`src/rtl/reset_seq_pkg.sv`:
```
// Shared types and limits for the reset sequencer.
// State encoding, synchroniser depth and legal parameter ranges.
package reset_seq_pkg;

  typedef enum logic [1:0] {
    ST_ASSERT  = 2'd0,
    ST_HOLD    = 2'd1,
    ST_RELEASE = 2'd2,
    ST_DONE    = 2'd3
  } seq_state_e;

  localparam int SYNC_DEPTH = 2;

  localparam int NUM_OUT_MIN      = 1;
  localparam int NUM_OUT_MAX      = 16;
  localparam int STAGE_CYCLES_MIN = 1;
  localparam int STAGE_CYCLES_MAX = 65535;

endpackage

```
`src/rtl/reset_sequencer_if.sv`:
```
// Status/request bundle between the reset sequencer and its consumers.
// The SW_REQ signal exists only when RESET_SEQ_SWREQ_EN is defined.
interface reset_sequencer_if #(
  parameter int NUM_OUT = 4
);

`ifdef RESET_SEQ_SWREQ_EN
  logic               SW_REQ;
`endif
  logic [NUM_OUT-1:0] RST_OUT_N;
  logic               READY;
  logic               BUSY;

`ifdef RESET_SEQ_SWREQ_EN
  modport master (input SW_REQ, output RST_OUT_N, output READY, output BUSY);
  modport slave  (output SW_REQ, input RST_OUT_N, input READY, input BUSY);
`else
  modport master (output RST_OUT_N, output READY, output BUSY);
  modport slave  (input RST_OUT_N, input READY, input BUSY);
`endif

endinterface

```
`src/rtl/reset_sync.sv`:
```
// Reset synchroniser: asserts asynchronously with RST, releases after
// SYNC_DEPTH clock edges.
module reset_sync
  import reset_seq_pkg::*;
(
  input  logic CLK,
  input  logic RST,
  output logic sync_rst
);

  logic [SYNC_DEPTH-1:0] sync_q;

  // NOTE: sequential state uses non-blocking assignments so every flop samples pre-edge values.
  always_ff @(posedge CLK or posedge RST) begin
    if (RST) sync_q <= '1;
    else     sync_q <= {sync_q[SYNC_DEPTH-2:0], 1'b0};
  end

  assign sync_rst = sync_q[SYNC_DEPTH-1];

endmodule

```
`src/rtl/reset_sequencer.sv`:
```
// Fans RST out into NUM_OUT active-low resets released in index order,
// STAGE_CYCLES apart. RESET_SEQ_SWREQ_EN adds a software re-run request.
module reset_sequencer
  import reset_seq_pkg::*;
#(
  parameter int NUM_OUT      = 4,
  parameter int STAGE_CYCLES = 16
) (
  input  logic               CLK,
  input  logic               RST,
  reset_sequencer_if.master  seq_if
);

  localparam int CNT_W = $clog2(STAGE_CYCLES + 1);
  localparam int IDX_W = $clog2(NUM_OUT + 1);
  localparam logic [CNT_W-1:0] CNT_LAST = CNT_W'(STAGE_CYCLES - 1);
  localparam logic [IDX_W-1:0] IDX_LAST = IDX_W'(NUM_OUT - 1);

  if (NUM_OUT < NUM_OUT_MIN || NUM_OUT > NUM_OUT_MAX) begin : g_bad_num_out
    $error("reset_sequencer: NUM_OUT out of range");
  end
  if (STAGE_CYCLES < STAGE_CYCLES_MIN || STAGE_CYCLES > STAGE_CYCLES_MAX) begin : g_bad_stage
    $error("reset_sequencer: STAGE_CYCLES out of range");
  end

  logic               sync_rst;
  seq_state_e         state_q, state_d;
  logic [CNT_W-1:0]   cnt_q, cnt_d;
  logic [IDX_W-1:0]   idx_q, idx_d;
  logic [NUM_OUT-1:0] rst_out_n_q, rst_out_n_d;
  logic               ready_q, ready_d;
  logic               busy_q, busy_d;
  logic               release_now;
  logic               clear_outs;

  reset_sync u_reset_sync (
    .CLK      (CLK),
    .RST      (RST),
    .sync_rst (sync_rst)
  );

  // NOTE: every register, outputs included, clears asynchronously so RST reaches the tree with no clock.
  always_ff @(posedge CLK or posedge RST) begin
    if (RST) begin
      state_q     <= ST_ASSERT;
      cnt_q       <= '0;
      idx_q       <= '0;
      rst_out_n_q <= '0;
      ready_q     <= 1'b0;
      busy_q      <= 1'b1;
    end else begin
      state_q     <= state_d;
      cnt_q       <= cnt_d;
      idx_q       <= idx_d;
      rst_out_n_q <= rst_out_n_d;
      ready_q     <= ready_d;
      busy_q      <= busy_d;
    end
  end

  // NOTE: defaults first in every combinational block keep it latch-free.
  always_comb begin
    state_d     = state_q;
    cnt_d       = cnt_q;
    idx_d       = idx_q;
    release_now = 1'b0;
    clear_outs  = 1'b0;
    case (state_q)
      ST_ASSERT: begin
        if (!sync_rst) begin
          state_d = ST_HOLD;
          cnt_d   = '0;
          idx_d   = '0;
        end
      end
      ST_HOLD, ST_RELEASE: begin
        if (cnt_q == CNT_LAST) begin
          cnt_d       = '0;
          release_now = 1'b1;
          idx_d       = idx_q + IDX_W'(1);
          state_d     = (idx_q == IDX_LAST) ? ST_DONE : ST_RELEASE;
        end else begin
          cnt_d = cnt_q + CNT_W'(1);
        end
      end
      ST_DONE: begin
`ifdef RESET_SEQ_SWREQ_EN
        if (seq_if.SW_REQ) begin
          state_d    = ST_HOLD;
          cnt_d      = '0;
          idx_d      = '0;
          clear_outs = 1'b1;
        end
`endif
      end
      default: state_d = ST_ASSERT;
    endcase
  end

  always_comb begin
    rst_out_n_d = clear_outs ? '0 : rst_out_n_q;
    for (int i = 0; i < NUM_OUT; i++) begin
      if (release_now && idx_q == IDX_W'(i)) rst_out_n_d[i] = 1'b1;
    end
    ready_d = (state_d == ST_DONE);
    busy_d  = !ready_d;
  end

  assign seq_if.RST_OUT_N = rst_out_n_q;
  assign seq_if.READY     = ready_q;
  assign seq_if.BUSY      = busy_q;

endmodule
```
`src/flat_wrapper.sv`:
```
// flat-port wrapper written by rule: the top's interface ports become plain ports
module reset_sequencer_flat import reset_seq_pkg::*;
#(
  parameter int NUM_OUT      = 4,
  parameter int STAGE_CYCLES = 16
)
  (CLK, RST, seq_if_RST_OUT_N, seq_if_READY, seq_if_BUSY);
  reset_sequencer_if #(.NUM_OUT(NUM_OUT)) seq_if_i ();
  input  logic CLK;
  input  logic RST;
  output wire logic [$bits(seq_if_i.RST_OUT_N)-1:0] seq_if_RST_OUT_N;
  output wire logic [$bits(seq_if_i.READY)-1:0] seq_if_READY;
  output wire logic [$bits(seq_if_i.BUSY)-1:0] seq_if_BUSY;
  assign seq_if_RST_OUT_N = seq_if_i.RST_OUT_N;
  assign seq_if_READY = seq_if_i.READY;
  assign seq_if_BUSY = seq_if_i.BUSY;
  reset_sequencer #(.NUM_OUT(NUM_OUT), .STAGE_CYCLES(STAGE_CYCLES)) u_core (.CLK(CLK), .RST(RST), .seq_if(seq_if_i));
endmodule
```
`config.mk`:
```
export PLATFORM = sky130hd
export DESIGN_NAME = reset_sequencer_flat
export DESIGN_NICKNAME = d
export VERILOG_FILES = /design/src/rtl/reset_seq_pkg.sv /design/src/rtl/reset_sequencer_if.sv /design/src/rtl/reset_sync.sv /design/src/rtl/reset_sequencer.sv /design/src/flat_wrapper.sv
export SDC_FILE = /design/constraint.sdc
export NUM_CORES = 1
export LEC_CHECK = 0
export ABC_AREA = 1
export CAP_MARGIN = 20
export CORE_MARGIN = 2
export CORE_UTILIZATION = 58
export CTS_BUF_LIST = sky130_fd_sc_hd__clkbuf_4
export CTS_CLUSTER_SIZE = 40
export DETAILED_ROUTE_END_ITERATION = 12
export PLACE_DENSITY_LB_ADDON = 0.08
export SYNTH_ARGS = -nofsm -noshare
export SYNTH_HDL_FRONTEND = slang
export SYNTH_SLANG_ARGS = --single-unit
```
`constraint.sdc`:
```
create_clock -name CLK -period 1.99 [get_ports CLK]
set_clock_uncertainty 0.1 [all_clocks]
set_input_delay 0.199 -clock CLK [delete_from_list [all_inputs] [get_ports CLK]]
set_output_delay 0.199 -clock CLK [all_outputs]
set_load 0.01 [all_outputs]
```
### Word-level counts from Yosys, hierarchy flattened

Index checks and enable logic that the tools add are counted.

| storage, ports and cells | value |
|---|---|
| register bits | 18 |
| output and inout bits | 6 |
| bits in latches | 0 |
| memories kept | 0 |
| RAM bits | 0 |
| memory bits (read-only) | 0 |

| operators by class | value |
|---|---|
| add/sub/neg operators | 2 |
| equality and inequality tests | 9 |
| order comparisons | 0 |
| divide/modulo/power cells | 0 |
| multipliers | 0 |
| reductions and logical operators | 11 |
| bitwise logic cells | 0 |
| shifts and indexed selects | 0 |
| mux-type cells | 12 |

Operator list:

| operator | count |
|---|---|
| 2-to-1 mux 5 bit | 2 |
| case mux 5 bit (2 select lines) | 1 |
| == test 3 x 2 -> 1 bit (second input constant) | 2 |
| 2-to-1 mux 3 bit | 2 |
| case mux 3 bit (2 select lines) | 1 |
| adder 5 x 1 -> 5 bit (second input constant) | 1 |
| == test 5 x 4 -> 1 bit (second input constant) | 1 |
| == test 2 bit (second input constant) | 2 |
| logical AND 1 bit | 4 |
| 2-to-1 mux 2 bit | 2 |
| case mux 2 bit (2 select lines) | 1 |
| adder 3 x 1 -> 3 bit (second input constant) | 1 |
| == test 3 x 1 -> 1 bit (second input constant) | 1 |
| logical NOT 3 bit | 1 |
| 2-to-1 mux 1 bit | 3 |
| AND reduction 3 bit | 1 |
| == test 2 x 1 -> 1 bit (second input constant) | 1 |
| logical NOT 2 bit | 1 |
| inequality test 2 x 1 -> 1 bit (second input constant) | 1 |
| inequality test 2 bit (second input constant) | 1 |
| AND reduction 2 bit | 1 |
| nonzero test 2 bit | 1 |
| OR reduction 2 bit | 1 |
| logical NOT 1 bit | 1 |

### Logic depth before layout (Yosys ltp)

| depth | value |
|---|---|
| depth in word-level cells | 6 |
| gate-level depth with buffers | 9 |

### By module

A second synthesis with hierarchy kept.

| unflattened totals | value |
|---|---|
| cells, all modules | 91 |
| area total of the unflattened synthesis | 903.4 um2 |

Modules (own cells, without submodules):

| module | cells each | instances | area each (um2) |
|---|---|---|---|
| reset_sequencer | 87 | 1 | 843.3 |
| reset_sync | 4 | 1 | 60.1 |

### Worst setup path after synthesis

No wires, ideal clock.

| path | value |
|---|---|
| path type | reg2reg |
| from | register u_core.state_q[0] |
| to | register u_core.idx_q[0] |
| period minus slack after synthesis | 1.462 ns |
| path slack | 0.528 ns |
| data arrival time | 1.239 ns |
| stages on the path, launching flop included | 8 |
| data required time | 1.767 ns |
| path through | dfrtp_1 inv_1 ha_1 inv_2 o21ai_4 nand2_2 nor2_2 a21oi_2 |

| on the way | value |
|---|---|
| cells in the longest elaborated chain, start to end | 4 |
| elaborated cells between the ends (all ways) | 9 |

RTL lines:

| element | line | RTL |
|---|---|---|
| start, declared | reset_sequencer.sv:27 | `seq_state_e state_q, state_d;` |
| start signal, assigned | reset_sequencer.sv:52 | `state_q <= state_d;` |
| == test 2 x 1 -> 1 bit / == test 2 bit (equally long branches) | reset_sequencer.sv:68 | `case (state_q)` |
| OR reduction 2 bit | reset_sequencer.sv:68 |  |
| inequality test 2 x 1 -> 1 bit (no source line) / nonzero test 2 bit (equally long branches) | n/a |  |
| AND reduction 3 bit (no source line) | n/a |  |
| end signal, assigned | reset_sequencer.sv:54 | `idx_q <= idx_d;` |
| end, declared | reset_sequencer.sv:29 | `logic [IDX_W-1:0] idx_q, idx_d;` |

Parallel ways exist; a longest one is shown, timed or not.
A chain may end at the register's enable or synchronous reset.

### Worst setup path after layout

| path | value |
|---|---|
| from | register u_core.busy_q (netlist: u_core.seq_if.BUSY) |
| to | output seq_if_BUSY |

RTL lines:

| element | line | RTL |
|---|---|---|
| start, declared | reset_sequencer.sv:32 | `logic busy_q, busy_d;` |
| start signal, assigned | reset_sequencer.sv:57 | `busy_q <= busy_d;` |
| end, declared | flat_wrapper.sv:13 | `output wire logic [$bits(seq_if_i.BUSY)-1:0] seq_if_BUSY;` |

No word-level cell between the ends.

==> summary.txt <==
Critical path
  – Crit path cell chain: clkdlybuf4s50_1
  – CP peak stage delay: 520 ps
  – Worst path slowest cell: dfstp_2
  – CP max FO: 1
  – CP top delay family: flip-flops
  – WP depth: 1
  – Worst setup EP type: output port
  – Flop-to-flop setup slack: 410 ps
  – Critical path arrival: 1320 ps
  – CP Launch Type: register
  – Reg2Reg Depth: 7
  – Worst path buffer plus inverter count: 1
  – CP Data Required Time: 1690 ps
  – Crit path kind: reg -> out

Global route
  – GRT Util Overall: 0.168
  – Vias in the first global route: 607
  – Grt total ovfl: 0
  – First-pass GRT wire length: 2390 µm
  – Largest net degree at the start of global routing: 19
  – Antenna violations before repair: 0

Die
  – Chip width: 43.9 µm
  – # IOs: 8
  – FP Rows: 14
  – Core area: 1510 µm²
  – Die area: 1930 µm²
  – Initial Util: 0.613
  – Die height: 43.9 µm

Power
  – LEAKAGE: 0.516 nW
  – Comb pwr share: 0.017
  – Tot Pwr: 0.557 mW
  – Part of the power in registers: 0.665
  – Switching share of power: 0.202
  – Power Density: 535 nW/µm²
  – Internal power: 0.444 mW
  – Max IR drop VDD: 0.000356 V
  – Psw: 0.112 mW
  – Clk pwr share: 0.318

Timing
  – Setup TNS: 0 ps
  – Final WS setup: 372 ps
  – RSZ-0062 raised after global routing: no
  – Achievable frequency: 618 MHz
  – Headroom to the max-slew limit: 0.556
  – Fin crit period: 1620 ps
  – # setup viols final: 0
  – Hold Vio Cnt, Final: 0
  – Worst-Margin Slew: 665 ps
  – Final period utilization: 0.813
  – Slew Viols, Final: 0
  – Fin Hold WS: 196 ps

Route
  – Drc violations: 0
  – Drt first pass iters: 4
  – DR vias/cell: 5.18
  – Antenna Nets Post-Route: 0
  – Drt total wl: 1350 µm
  – Total number of vias: 606
  – Starting DRT DRC Count: 10
  – Wire length per cell: 11.5 µm

Clock network
  – Cts bufs inserted: 3
  – CTS tree: done
  – PostCTS Resize Cnt: 0
  – Clock root cell: clkbuf_4
  – Cts hold-fix bufs: 0
  – CTS H-tree lvls: 1
  – Clock Latency Late Sink: 280 ps
  – CTS sink count: 18
  – Clk pin slew, worst setup/hold paths: 100 ps
  – Max Buffers Root-to-Sink: 2
  – Post-CTS Setup Inserts: 0

Logic synthesis
  – Synth Net Count: 100
  – Post-synthesis sequential area ratio: 0.492
  – Synth top area cells: dfrtp_1 41%, ha_1 11%, dfstp_2 8.5%
  – Distinct cells, synth: 24
  – Synthesized flop and latch total: 18
  – Mapped Avg Cell Area: 10.3 µm²
  – Synth Cell Area: 923 µm²
  – Post-synthesis instance total: 90
  – Syn. warnings: 0
  – Most area-hungry cell type in the Yosys netlist: dfrtp_1
  – Share of the synthesized area in the top cell type: 0.407

Placement
  – Routability cong.: 0.797
  – Placed cells: 113
  – Placement-stage cell area: 1010 µm²
  – HPWL Detailed: 1060 µm
  – Count of input and output buffers: 7
  – Dpl ws: 411 ps

Cells and area
  – Layout cells sized above 1: 0.307
  – Layout net count: 112
  – Final Core Density: 0.690
  – # diodes: 0
  – Non-filler cells, final: 117
  – Final instance area: 1040 µm²
  – Layout area overhead: 12.6%

Job
  – Max-cap violation count: 0

Outcome
  – Status: complete, no violations

Min path
  – Hold Path Class: in -> async
==> cell usage in the layout, fill, tap and decap left out, types with 2 or more instances in the layout <==
cell              n
a21oi_1           3
a21oi_2           2
a31o_2            3
clkbuf_4          3
clkdlybuf4s50_1   7
dfrtp_1          15
dfstp_2           3
ha_1              8
inv_1            12
inv_2             4
nand2_1          13
nand2_2           8
nand3_1           3
nand4_1           2
nor2_4            2
o21ai_4           2
==> metal layers <==
metal	vias to the layer above	track usage	wire (µm)
met5	-	0	0
met4	0	0.0788	9
met3	2	0.0333	28
met2	6	0.262	615
met1	291	0.226	691
li1	307	-	-
==> worst reg2reg max path, cell delays in order (launching register included) <==
cell and delay [ps]:
dfrtp_1 360, inv_1 80, ha_1 400, inv_2 100, o21ai_4 210, nand2_2 100, nor2_2 100, a21oi_2 40
==> worst paths after layout <==
check / from / endpoint
max in group asynchronous: RST / u_core.seq_if.RST_OUT_N[2]$_DFFE_PP0P_
min reg2reg: u_core.u_reset_sync.sync_q[0]$_DFF_PP1_ / u_core.u_reset_sync.sync_q[1]$_DFF_PP1_
max: u_core.seq_if.BUSY$_DFF_PP1_ / seq_if_BUSY
min in group CLK: u_core.u_reset_sync.sync_q[0]$_DFF_PP1_ / u_core.u_reset_sync.sync_q[1]$_DFF_PP1_
min: RST / u_core.idx_q[0]$_DFFE_PP0P_
max reg2reg: register / u_core.idx_q[0]$_DFFE_PP0P_
==> state kept, by name, summed over array words and instances, names as in the netlist, named ones only <==
| register | flops |
|---|---|
| u_core.cnt_q | 5 |
| u_core.seq_if.RST_OUT_N | 4 |
| u_core.idx_q | 3 |
| u_core.u_reset_sync.sync_q | 2 |
| u_core.seq_if.BUSY | 1 |
| u_core.seq_if.READY | 1 |
| u_core.state_q | 1 |
==> cell usage after synthesis <==
library cell,count
conb_1,1
nand2_4,1
nand2_2,8
a21oi_1,3
nor2_4,2
o21ai_2,1
xor2_1,1
o21ai_4,2
nor2_2,1
nor2_1,1
nand2_1,13
o21ai_1,1
dfrtp_1,15
nand3_2,1
ha_1,8
inv_1,12
o22ai_1,1
nand4_1,2
a31o_2,3
a21oi_2,2
nand3_1,3
dfstp_2,3
inv_2,4
o21ai_0,1
==> cells by family after synthesis <==
kind of cell    after synthesis  synth area share
other cells                   1           0.00406
simple gates                 32             0.195
buf+inv                      16            0.0650
compound gates               14             0.126
fa+ha+maj                     8             0.108
flops                        18             0.492
xor+xnor                      1           0.00949
==> final cells by class <==
cell class	instances	area, µm²
fillers	115	467
inverters	16	60.1
well taps	16	20.0
repair buffers	7	70.1
clock inverters	1	3.75
multi-input cells	56	409
flip-flops and latches	18	454
clock buffers	3	22.5
==> power by group through the flow <==
stage	logic [mW]	registers, mW	clock network (mW)
6_report	0.00931	0.370	0.177
3_3_place_gp	0.00984	0.377	0
4_1_cts	0.00994	0.370	0.186
5_1_grt	0.0117	0.371	0.201
3_5_place_dp	0.00992	0.377	0
2_1_floorplan	0.00607	0.377	0
Power figures use the tool's default switching activity.
